===== config.mk =====
export PLATFORM = sky130hd
export DESIGN_NAME = id_scoreboard_ctrl_flat
export DESIGN_NICKNAME = d
export VERILOG_FILES = /design/src/rtl/id_scoreboard_ctrl_if.sv /design/src/rtl/id_scoreboard_ctrl.sv /design/src/flat_wrapper.sv
export SDC_FILE = /design/constraint.sdc
export NUM_CORES = 1
export LEC_CHECK = 0
export ABC_AREA = 1
export BUFFER_PORTS_ARGS = -buffer_cell sky130_fd_sc_hd__buf_2
export CORE_MARGIN = 2
export CORE_UTILIZATION = 58
export CTS_CLUSTER_SIZE = 28
export DETAILED_ROUTE_END_ITERATION = 10
export MAX_ROUTING_LAYER = met4
export PLACE_DENSITY = 0.81
export SLEW_MARGIN = 20
export SYNTH_ARGS = -nofsm -noshare
export SYNTH_HDL_FRONTEND = slang
export SYNTH_SLANG_ARGS = --single-unit

===== constraint.sdc =====
create_clock -name clk -period 3.4 [get_ports clk]
set_clock_uncertainty 0.05 [all_clocks]
set_input_delay 0.17 -clock clk [delete_from_list [all_inputs] [get_ports clk]]
set_output_delay 0.17 -clock clk [all_outputs]
set_load 0.01 [all_outputs]

===== src/rtl/id_scoreboard_ctrl_if.sv =====
// Decode-side issue/retire bundle for the register scoreboard.
// master drives decode, execute-ready, writeback and flush; slave reports issue state.
interface id_scoreboard_ctrl_if #(
  parameter int CNTW = 3
);
  logic            id_valid;
  logic [4:0]      id_rs1;
  logic [4:0]      id_rs2;
  logic [4:0]      id_rd;
  logic            id_uses_rs1;
  logic            id_uses_rs2;
  logic            id_reg_write;
  logic            ex_ready;
  logic            wb_valid;
  logic [4:0]      wb_rd;
  logic            flush;
  logic [CNTW-1:0] flush_keep;
  logic            stall;
  logic            issue;
  logic            hazard_rs1;
  logic            hazard_rs2;
  logic [CNTW-1:0] inflight;
  logic            full;
  logic            wb_err;

  modport master (
    output id_valid, id_rs1, id_rs2, id_rd,
    output id_uses_rs1, id_uses_rs2, id_reg_write,
    output ex_ready, wb_valid, wb_rd,
    output flush, flush_keep,
    input  stall, issue, hazard_rs1, hazard_rs2,
    input  inflight, full, wb_err
  );

  modport slave (
    input  id_valid, id_rs1, id_rs2, id_rd,
    input  id_uses_rs1, id_uses_rs2, id_reg_write,
    input  ex_ready, wb_valid, wb_rd,
    input  flush, flush_keep,
    output stall, issue, hazard_rs1, hazard_rs2,
    output inflight, full, wb_err
  );
endinterface


===== src/rtl/id_scoreboard_ctrl.sv =====
// In-order writer scoreboard and issue gate for the decode stage.
// Define WB_BYPASS_EN to let the retiring head stop hazarding in its retire cycle.
module id_scoreboard_ctrl #(
  parameter int DEPTH = 4,
  parameter int CNTW  = 3
) (
  input logic clk,
  input logic rst,
  id_scoreboard_ctrl_if.slave bus
);
  localparam int PW = $clog2(DEPTH);

  typedef logic [PW-1:0]   ptr_t;
  typedef logic [CNTW-1:0] cnt_t;

  ptr_t             rd_ptr_q, rd_ptr_d;
  ptr_t             wr_ptr_q, wr_ptr_d;
  cnt_t             cnt_q, cnt_d;
  logic             full_q, full_d;
  logic             err_q, err_d;
  logic [4:0]       ent_rd_q  [DEPTH];
  logic [4:0]       ent_rd_d  [DEPTH];
  logic             ent_wen_q [DEPTH];
  logic             ent_wen_d [DEPTH];
  logic [DEPTH-1:0] vld_q, vld_d;

  logic pop;
  logic live;
  logic match1, match2;
  logic haz1, haz2;
  logic stall, issue;
  cnt_t cnt_pop;
  cnt_t keep;
  ptr_t off;

  always_comb begin
    pop    = bus.wb_valid & (cnt_q != '0);
    live   = 1'b0;
    match1 = 1'b0;
    match2 = 1'b0;
    for (int i = 0; i < DEPTH; i++) begin
      live = vld_q[i] & ent_wen_q[i];
`ifdef WB_BYPASS_EN
      // register file writes first, so the retiring head is already visible
      if (pop && (ptr_t'(i) == rd_ptr_q)) live = 1'b0;
`endif
      if (live && (ent_rd_q[i] == bus.id_rs1)) match1 = 1'b1;
      if (live && (ent_rd_q[i] == bus.id_rs2)) match2 = 1'b1;
    end
    haz1 = rst & bus.id_valid & bus.id_uses_rs1
         & (bus.id_rs1 != 5'd0) & match1;
    haz2 = rst & bus.id_valid & bus.id_uses_rs2
         & (bus.id_rs2 != 5'd0) & match2;
    stall = rst & bus.id_valid
          & (haz1 | haz2 | ~bus.ex_ready
             | (full_q & ~bus.wb_valid) | bus.flush);
    issue = rst & bus.id_valid & ~stall;
  end

  always_comb begin
    err_d = err_q;
    if (bus.wb_valid) begin
      if (cnt_q == '0) err_d = 1'b1;
      else if (ent_wen_q[rd_ptr_q]
               && (ent_rd_q[rd_ptr_q] != bus.wb_rd))
        err_d = 1'b1;
    end

    rd_ptr_d = rd_ptr_q + ptr_t'(pop);
    cnt_pop  = cnt_q - cnt_t'(pop);
    keep     = (bus.flush_keep > cnt_pop) ? cnt_pop
                                          : bus.flush_keep;

    ent_rd_d  = ent_rd_q;
    ent_wen_d = ent_wen_q;
    if (bus.flush) begin
      // truncate younger entries relative to the post-retire head
      wr_ptr_d = ptr_t'(cnt_t'(rd_ptr_d) + keep);
      cnt_d    = keep;
    end else begin
      wr_ptr_d = wr_ptr_q + ptr_t'(issue);
      cnt_d    = cnt_pop + cnt_t'(issue);
      if (issue) begin
        ent_rd_d[wr_ptr_q]  = bus.id_rd;
        ent_wen_d[wr_ptr_q] = bus.id_reg_write
                            & (bus.id_rd != 5'd0);
      end
    end
    full_d = (cnt_d == cnt_t'(DEPTH));

    off   = '0;
    vld_d = '0;
    for (int i = 0; i < DEPTH; i++) begin
      off      = ptr_t'(i) - rd_ptr_d;
      vld_d[i] = (cnt_t'(off) < cnt_d);
    end
  end

  always_ff @(posedge clk or negedge rst) begin
    if (!rst) begin
      rd_ptr_q <= '0;
      wr_ptr_q <= '0;
      cnt_q    <= '0;
      full_q   <= 1'b0;
      err_q    <= 1'b0;
      vld_q    <= '0;
      for (int i = 0; i < DEPTH; i++) begin
        ent_rd_q[i]  <= 5'd0;
        ent_wen_q[i] <= 1'b0;
      end
    end else begin
      rd_ptr_q  <= rd_ptr_d;
      wr_ptr_q  <= wr_ptr_d;
      cnt_q     <= cnt_d;
      full_q    <= full_d;
      err_q     <= err_d;
      vld_q     <= vld_d;
      ent_rd_q  <= ent_rd_d;
      ent_wen_q <= ent_wen_d;
    end
  end

  assign bus.stall      = stall;
  assign bus.issue      = issue;
  assign bus.hazard_rs1 = haz1;
  assign bus.hazard_rs2 = haz2;
  assign bus.inflight   = cnt_q;
  assign bus.full       = full_q;
  assign bus.wb_err     = err_q;
endmodule


===== src/flat_wrapper.sv =====
// flat-port wrapper written by rule: the top's interface ports become plain ports
module id_scoreboard_ctrl_flat 
#(
  parameter int DEPTH = 4,
  parameter int CNTW  = 3
)
  (clk, rst, bus_id_valid, bus_id_rs1, bus_id_rs2, bus_id_rd, bus_id_uses_rs1, bus_id_uses_rs2, bus_id_reg_write, bus_ex_ready, bus_wb_valid, bus_wb_rd, bus_flush, bus_flush_keep, bus_stall, bus_issue, bus_hazard_rs1, bus_hazard_rs2, bus_inflight, bus_full, bus_wb_err);
  id_scoreboard_ctrl_if #(.CNTW(CNTW)) bus_i ();
  input logic clk;
  input logic rst;
  input wire logic [$bits(bus_i.id_valid)-1:0] bus_id_valid;
  input wire logic [$bits(bus_i.id_rs1)-1:0] bus_id_rs1;
  input wire logic [$bits(bus_i.id_rs2)-1:0] bus_id_rs2;
  input wire logic [$bits(bus_i.id_rd)-1:0] bus_id_rd;
  input wire logic [$bits(bus_i.id_uses_rs1)-1:0] bus_id_uses_rs1;
  input wire logic [$bits(bus_i.id_uses_rs2)-1:0] bus_id_uses_rs2;
  input wire logic [$bits(bus_i.id_reg_write)-1:0] bus_id_reg_write;
  input wire logic [$bits(bus_i.ex_ready)-1:0] bus_ex_ready;
  input wire logic [$bits(bus_i.wb_valid)-1:0] bus_wb_valid;
  input wire logic [$bits(bus_i.wb_rd)-1:0] bus_wb_rd;
  input wire logic [$bits(bus_i.flush)-1:0] bus_flush;
  input wire logic [$bits(bus_i.flush_keep)-1:0] bus_flush_keep;
  output wire logic [$bits(bus_i.stall)-1:0] bus_stall;
  output wire logic [$bits(bus_i.issue)-1:0] bus_issue;
  output wire logic [$bits(bus_i.hazard_rs1)-1:0] bus_hazard_rs1;
  output wire logic [$bits(bus_i.hazard_rs2)-1:0] bus_hazard_rs2;
  output wire logic [$bits(bus_i.inflight)-1:0] bus_inflight;
  output wire logic [$bits(bus_i.full)-1:0] bus_full;
  output wire logic [$bits(bus_i.wb_err)-1:0] bus_wb_err;
  assign bus_i.id_valid = bus_id_valid;
  assign bus_i.id_rs1 = bus_id_rs1;
  assign bus_i.id_rs2 = bus_id_rs2;
  assign bus_i.id_rd = bus_id_rd;
  assign bus_i.id_uses_rs1 = bus_id_uses_rs1;
  assign bus_i.id_uses_rs2 = bus_id_uses_rs2;
  assign bus_i.id_reg_write = bus_id_reg_write;
  assign bus_i.ex_ready = bus_ex_ready;
  assign bus_i.wb_valid = bus_wb_valid;
  assign bus_i.wb_rd = bus_wb_rd;
  assign bus_i.flush = bus_flush;
  assign bus_i.flush_keep = bus_flush_keep;
  assign bus_stall = bus_i.stall;
  assign bus_issue = bus_i.issue;
  assign bus_hazard_rs1 = bus_i.hazard_rs1;
  assign bus_hazard_rs2 = bus_i.hazard_rs2;
  assign bus_inflight = bus_i.inflight;
  assign bus_full = bus_i.full;
  assign bus_wb_err = bus_i.wb_err;
  id_scoreboard_ctrl #(.DEPTH(DEPTH), .CNTW(CNTW)) u_core (.clk(clk), .rst(rst), .bus(bus_i));
endmodule

==> results.json, run 1 <==
{
  "numPortBuffers": 40,
  "critPathCaptureType": "flop",
  "gp_congestion": 1.022,
  "hp-class": "input port to flop",
  "register_area_sq_um": 925.9,
  "clk_pin_slew_worst_paths_ps": 80,
  "syn_area_sq_um": 2923,
  "final_hold_viol_count": 0,
  "routedWlPerCell_um": 14.85,
  "syn2layout_area_growth_pct": 13.78,
  "grt_antenna_before_repair": 0,
  "synth_top_area_share_pct": 31.68,
  "clkSinkCount": 37,
  "post_synth_and_or_nand_nor_area_fraction_pct": 39.81,
  "fin_crit_sh_pct": 96.52,
  "ctsRootBufferMaster": "clkbuf_8",
  "cp_slowest_cell": "dfrtp_1",
  "wirelength_um": 8362,
  "yosys.area.top_type": "dfrtp_1",
  "grt_pass1_vias": 2647,
  "grt_pass1_wl_um": 12970,
  "grt_max_degree": 38,
  "chipHeight_um": 74.99,
  "multiInputGateArea_sq_um": 1720,
  "max_freq_mhz": 304.7,
  "viasPerCell": 5.401,
  "cp_max_fo": 4,
  "fillers": 434,
  "setup_viol": 0,
  "crit_buf_inv": 2,
  "worstPathRequired_ps": 3530,
  "grt_overflow": 0,
  "syn_area_per_cell_sq_um": 6.510,
  "synth_adder_area_share_pct": 5.993,
  "syn_inst": 449,
  "path_class": "flop to flop",
  "die_w_um": 74.99,
  "firstDrtPassIters": 5,
  "synth_mux_area_share_pct": 0,
  "coreArea_sq_um": 4786,
  "htree_levels": 2,
  "layout_common_cells": "nand2_1 (157), inv_1 (57), nor2_1 (45)",
  "synth-main-ff-cell": "dfrtp_1",
  "rows": 25,
  "io_pins": 41,
  "yosys_register_bits": 37,
  "final_layout_size_suffix_gt1_share_pct": 15.52,
  "dpl_worst_slack_ps": 172.5,
  "synth_nets": 495,
  "ant_nets": 0,
  "post-route-util_pct": 69.49,
  "nets": 541,
  "status": "finished, final reports clean",
  "setup_ws_ps": 118.5,
  "synthTopCellsByArea": "dfrtp_1 (32%), nand2_1 (20%), inv_1 (7.3%), nand4_1 (6.4%), ha_1 (6.0%)",
  "drt_iter0_markers": 292,
  "crit_top_cell": "ha_1",
  "antenna_cells": 0,
  "clockBufferDepth": 2,
  "initial_utilization_pct": 61.07,
  "async_flop_share_pct": 100.0,
  "drc": 0,
  "worstPathArrival_ps": 3410,
  "ys_warn_count": 0,
  "pwr_density_cell_nw_per_um2": 895.0,
  "crit_family": "adder cells",
  "synth_top_family_by_area": "simple AND/OR/NAND/NOR gates",
  "path_cells": "inv_1 > a31oi_1 > ha_1 > ha_1 > xnor2_2 > ha_1 > nand2_1 > o21ai_2 > nand2_2 > nor2_1 > a21oi_1 > or2_2 > nand2_1 > inv_1 > ha_1 > nor2_1 > a22oi_1",
  "numCtsBuffers": 5,
  "dp_hpwl_um": 6452,
  "maxCapViolations": 0,
  "start_kind": "flop",
  "relSlewSlack_pct": 64.03,
  "ys_types": 27,
  "synth_xor_area_share_pct": 4.495,
  "track_usage_pct": 32.38,
  "worst_pin_slew_ps": 539.5,
  "synth_edf_count": 0,
  "hold_ws_ps": 29.42,
  "vias": 3041,
  "peakVddDrop_uv": 623.3,
  "final.min_clock_period_ps": 3282,
  "die_area_sq_um": 5624,
  "clkLatencyLatePin_ps": 300,
  "finalMaxSlewViolations": 0,
  "cts_tree": "built",
  "seq_area_frac_synth_pct": 31.68,
  "slowest_delay_ps": 420,
  "final_common_cell": "nand2_1",
  "p_leak_nw": 1.880,
  "synth_compound_area_share_pct": 7.962
}
-- Yosys cell counts, types with 3 or more instances --
cell type / number
nand2_1: 158
dfrtp_1: 37
xnor2_1: 6
nand2_2: 3
o21ai_1: 14
xor2_1: 9
inv_1: 57
nor3_1: 6
nand3_1: 17
ha_1: 14
o21ai_0: 16
nor2_4: 3
buf_2: 7
nand4_1: 30
a21oi_1: 6
nor2_1: 45
inv_2: 6
-- kinds of logic (layout without fill, tap and decap cells) --
| kind of cell | Yosys count | in the layout |
|---|---|---|
| simple gates | 268 | 268 |
| buf+inv | 72 | 119 |
| compound gates | 43 | 43 |
| flops | 37 | 37 |
| xor+xnor | 15 | 15 |
| fa+ha+maj | 14 | 14 |
-- state kept, by name, indices dropped and copies added (netlist names) --
name                 count
u_core.vld_q             4
u_core.ent_wen_q         4
u_core.bus.wb_err        1
u_core.bus.full          1
u_core.bus.inflight      3
u_core.rd_ptr_q          2
u_core.ent_rd_q         20
u_core.wr_ptr_q          2
-- stage by stage --
| stage | power (W) | setup TNS (ps) | area, sq um | instances |
|---|---|---|---|---|
| after floorplan | 0.002034 | 0 | 2923 | 449 |
| after global placement | 0.002438 | 0 | 3179 | 551 |
| after detailed placement | 0.002503 | 0 | 3179 | 551 |
| after CTS | 0.002846 | 0 | 3286 | 560 |
| after global routing | 0.003272 | -202.9 | 3326 | 563 |
| final | 0.002977 | 0 | 3326 | 563 |
-- cell type report --
type,instances,area share (%)
Multi-Input combinational cell,340,51.73
Sequential cell,37,27.84
Timing Repair Buffer,48,7.901
Inverter,63,7.111
Tap cell,67,2.521
Clock buffer,6,2.483
Clock inverter,2,0.4138
-- timing repair --
item | in CTS | in global routing
gates resized for setup | 0 | 4
hold endpoints to repair | 37 | 0
hold buffers | 1 | 0
setup buffers | 0 | 3
endpoints found under the setup margin | 0 | 4
-- metal layers --
metal	GRT usage (%)	vias up	share of wire [%]
met3	5.622	10	7.2
met2	47.86	133	45
met1	46.72	1371	47
met5	-	-	0
li1	-	1527	-
met4	7.143	0	1.2
-- worst paths after layout --
| path | depth (start not counted) | from | to | slack [ps] |
|---|---|---|---|---|
| setup / recovery | 17 | u_core.bus.inflight[2]$_DFF_PN0_ | u_core.vld_q[3]$_DFF_PN0_ | 120 |
| hold / removal | 3 | bus_wb_valid | u_core.bus.wb_err$_DFFE_PN0P_ | 30 |
| setup reg to reg | 17 | u_core.bus.inflight[2]$_DFF_PN0_ | u_core.vld_q[3]$_DFF_PN0_ | 120 |
| hold reg to reg | 2 | u_core.bus.wb_err$_DFFE_PN0P_ | u_core.bus.wb_err$_DFFE_PN0P_ | 430 |
| max in group asynchronous | 3 | rst | u_core.ent_rd_q[1]$_DFFE_PN0P_ | 2550 |
| min in group asynchronous | 3 | rst | u_core.ent_rd_q[8]$_DFFE_PN0P_ | 410 |
-- worst register-to-register path: stages, from the launching register on --
cell,delay [ps]
dfrtp_1,420
inv_1,80
a31oi_1,100
ha_1,200
ha_1,210
xnor2_2,170
ha_1,330
nand2_1,80
o21ai_2,170
nand2_2,100
nor2_1,160
a21oi_1,80
or2_2,270
nand2_1,110
inv_1,100
ha_1,330
nor2_1,120
a22oi_1,80
-- power breakdown --
part / switching, W / total (W) / internal (W)
Clock: 0.000170 / 0.000334 / 0.000164
Sequential: 0.000304 / 0.000947 / 0.000644
Combinational: 0.00103 / 0.00170 / 0.000667
No activity file was read; power rests on OpenSTA's default activity.
==> run 2, diff against run 1 <==
--- a/config.mk
+++ b/config.mk
@@ -7,12 +7,11 @@
 export LEC_CHECK = 0
 export ABC_AREA = 1
 export BUFFER_PORTS_ARGS = -buffer_cell sky130_fd_sc_hd__buf_2
-export CORE_MARGIN = 2
-export CORE_UTILIZATION = 58
+export CORE_UTILIZATION = 52
 export CTS_CLUSTER_SIZE = 28
 export DETAILED_ROUTE_END_ITERATION = 10
 export MAX_ROUTING_LAYER = met4
-export PLACE_DENSITY = 0.81
+export PLACE_DENSITY = 0.76
 export SLEW_MARGIN = 20
 export SYNTH_ARGS = -nofsm -noshare
 export SYNTH_HDL_FRONTEND = slang
==> constraint.sdc (replaced) <==
create_clock -name clk -period 2.7 [get_ports clk]
set_clock_uncertainty 0.05 [all_clocks]
set_input_delay 0.135 -clock clk [delete_from_list [all_inputs] [get_ports clk]]
set_output_delay 0.135 -clock clk [all_outputs]
set_load 0.01 [all_outputs]
==> results.json, run 2 (synthesized netlist as in run 1, its figures left out) <==
{
  "hold_path_end": "u_core.bus.wb_err$_DFFE_PN0P_",
  "grt_pass1_wl_um": 14780,
  "critPathCaptureType": "flop",
  "min_path_cells": 3,
  "drt_iter0_markers": 278,
  "routedWlPerCell_um": 15.05,
  "grt_overflow": 0,
  "final_common_cell": "nand2_1",
  "path_class": "flop to flop",
  "slowest_delay_ps": 420,
  "hold_ws_ps": 13.53,
  "crit_buf_inv": 6,
  "grt_max_degree": 38,
  "final_layout_size_suffix_gt1_share_pct": 28.81,
  "coreArea_sq_um": 5270,
  "nets": 590,
  "clockBufferDepth": 2,
  "firstDrtPassIters": 5,
  "track_usage_pct": 33.24,
  "viasPerCell": 5.376,
  "htree_levels": 2,
  "start_kind": "flop",
  "reg2reg_depth": 17,
  "setup_ws_ps": -146.1,
  "worst_pin_slew_ps": 495.2,
  "clkLatencyLatePin_ps": 290,
  "final.min_clock_period_ps": 2846,
  "min_from": "bus_wb_valid",
  "top_register": "u_core.ent_rd_q",
  "rows": 26,
  "crit_top_cell": "buf_4",
  "numCtsBuffers": 5,
  "wirelength_um": 9255,
  "numPortBuffers": 40,
  "top_regs": "u_core.ent_rd_q (20), u_core.ent_wen_q (4), u_core.vld_q (4)",
  "r2r-end": "u_core.vld_q[3]$_DFF_PN0_",
  "gp_congestion": 0.9766,
  "grt_pass1_vias": 3022,
  "layout_common_cells": "nand2_1 (153), buf_4 (56), inv_1 (48)",
  "crit_family": "buffers and inverters",
  "pwr_density_cell_nw_per_um2": 1266,
  "final_hold_viol_count": 0,
  "largest_reg_flops": 20,
  "r2r_start": "u_core.bus.inflight[2]$_DFF_PN0_",
  "finalMaxSlewViolations": 0,
  "peakVddDrop_uv": 1013,
  "maxCapViolations": 0,
  "p_leak_nw": 2.131,
  "dp_hpwl_um": 7140,
  "worstPathArrival_ps": 2970,
  "syn2layout_area_growth_pct": 32.32,
  "cts_tree": "built",
  "cp_slowest_cell": "dfrtp_2",
  "initial_utilization_pct": 55.46,
  "relSlewSlack_pct": 66.87,
  "die_w_um": 76.97,
  "hp-class": "input port to flop",
  "vias": 3306,
  "setup_viol": 6,
  "die_area_sq_um": 5924,
  "fin_crit_sh_pct": 105.4,
  "clkSinkCount": 37,
  "r2r_slack_ps": -150,
  "max_freq_mhz": 351.4,
  "ctsRootBufferMaster": "clkbuf_8",
  "chipHeight_um": 76.97,
  "path_cells": "inv_2 > a31oi_4 > ha_4 > ha_4 > xnor2_4 > ha_4 > a21oi_1 > o21ai_2 > buf_4 > buf_4 > buf_4 > o211ai_1 > o21ai_1 > buf_4 > buf_4 > nor2_1 > a22oi_1",
  "grt_antenna_before_repair": 0,
  "antenna_cells": 0,
  "fillers": 484,
  "violations": "setup timing",
  "rsz0062_at_grt": "yes",
  "status": "finished with violations",
  "cp_max_fo": 3,
  "io_pins": 41,
  "drc": 0,
  "ant_nets": 0,
  "clk_pin_slew_worst_paths_ps": 80,
  "power_w": 0.004896,
  "post-route-util_pct": 73.39,
  "worstPathRequired_ps": 2830
}
run 2: what timing repair did:
action	CTS	global route
pin swaps	14	5
resized for setup	5	17
gates cloned	0	0
hold buffers	1	0
setup buffers	3	7
hold endpoints to repair	37	0
endpoints found under the setup margin	5	7
run 2: metal layers:
layer  vias up  track usage, %  part of all wire (%)
li1       1633               -                     -
met1      1519           44.98                    45
met2       139           50.45                    46
met3        15           7.143                   7.6
met4         0           8.868                   1.5
met5         -               -                     0
run 2: tightest hold or removal path: cells and delay by family:
| family | cells | cell delay, ps |
|---|---|---|
| buffers and inverters | 1 | 80 |
| and+or+nand+nor | 2 | 100 |
run 2: how the worst max path moves through the flow:
| stage | from | to | slack [ps] | cells after the start |
|---|---|---|---|---|
| floorplan | u_core.bus.inflight[2]$_DFF_PN0_ | u_core.vld_q[1]$_DFF_PN0_ | -120 | 18 |
| global placement | u_core.bus.inflight[0]$_DFF_PN0_ | u_core.vld_q[1]$_DFF_PN0_ | -70 | 18 |
| detailed placement | u_core.bus.inflight[0]$_DFF_PN0_ | u_core.vld_q[0]$_DFF_PN0_ | -180 | 18 |
| CTS | u_core.bus.inflight[2]$_DFF_PN0_ | u_core.vld_q[1]$_DFF_PN0_ | -40 | 18 |
| global route | u_core.bus.inflight[2]$_DFF_PN0_ | u_core.vld_q[3]$_DFF_PN0_ | -250 | 17 |
| finish | u_core.bus.inflight[2]$_DFF_PN0_ | u_core.vld_q[3]$_DFF_PN0_ | -150 | 17 |
run 2: area by class of cell:
class	instances	area, sq um	area share (%)
repair buffers	97	630.6	16.31
inverters	63	241.5	6.244
well taps	70	87.58	2.265
clock buffers	5	68.82	1.779
clock inverters	3	43.79	1.132
multi-input cells	340	1862	48.14
flip-flops and latches	37	933.4	24.13
run 2: per-stage QoR:
stage	std cells	setup WS [ps]	area (sq um)	setup TNS, ps
6_report	615	-146.1	3867	-517.3
5_1_grt	615	-253.3	3867	-1332
4_1_cts	608	-35.84	3786	-112.9
3_5_place_dp	596	-178.8	3626	-715.7
3_3_place_gp	596	-67.19	3626	-228.0
2_1_floorplan	449	-121.3	3050	-451.7
run 2: where the power goes:
part	total, W	switching [W]	internal (W)
combinational	0.00323	0.00171	0.00152
sequential	0.00117	0.000351	0.000820
clock	0.000491	0.000215	0.000277
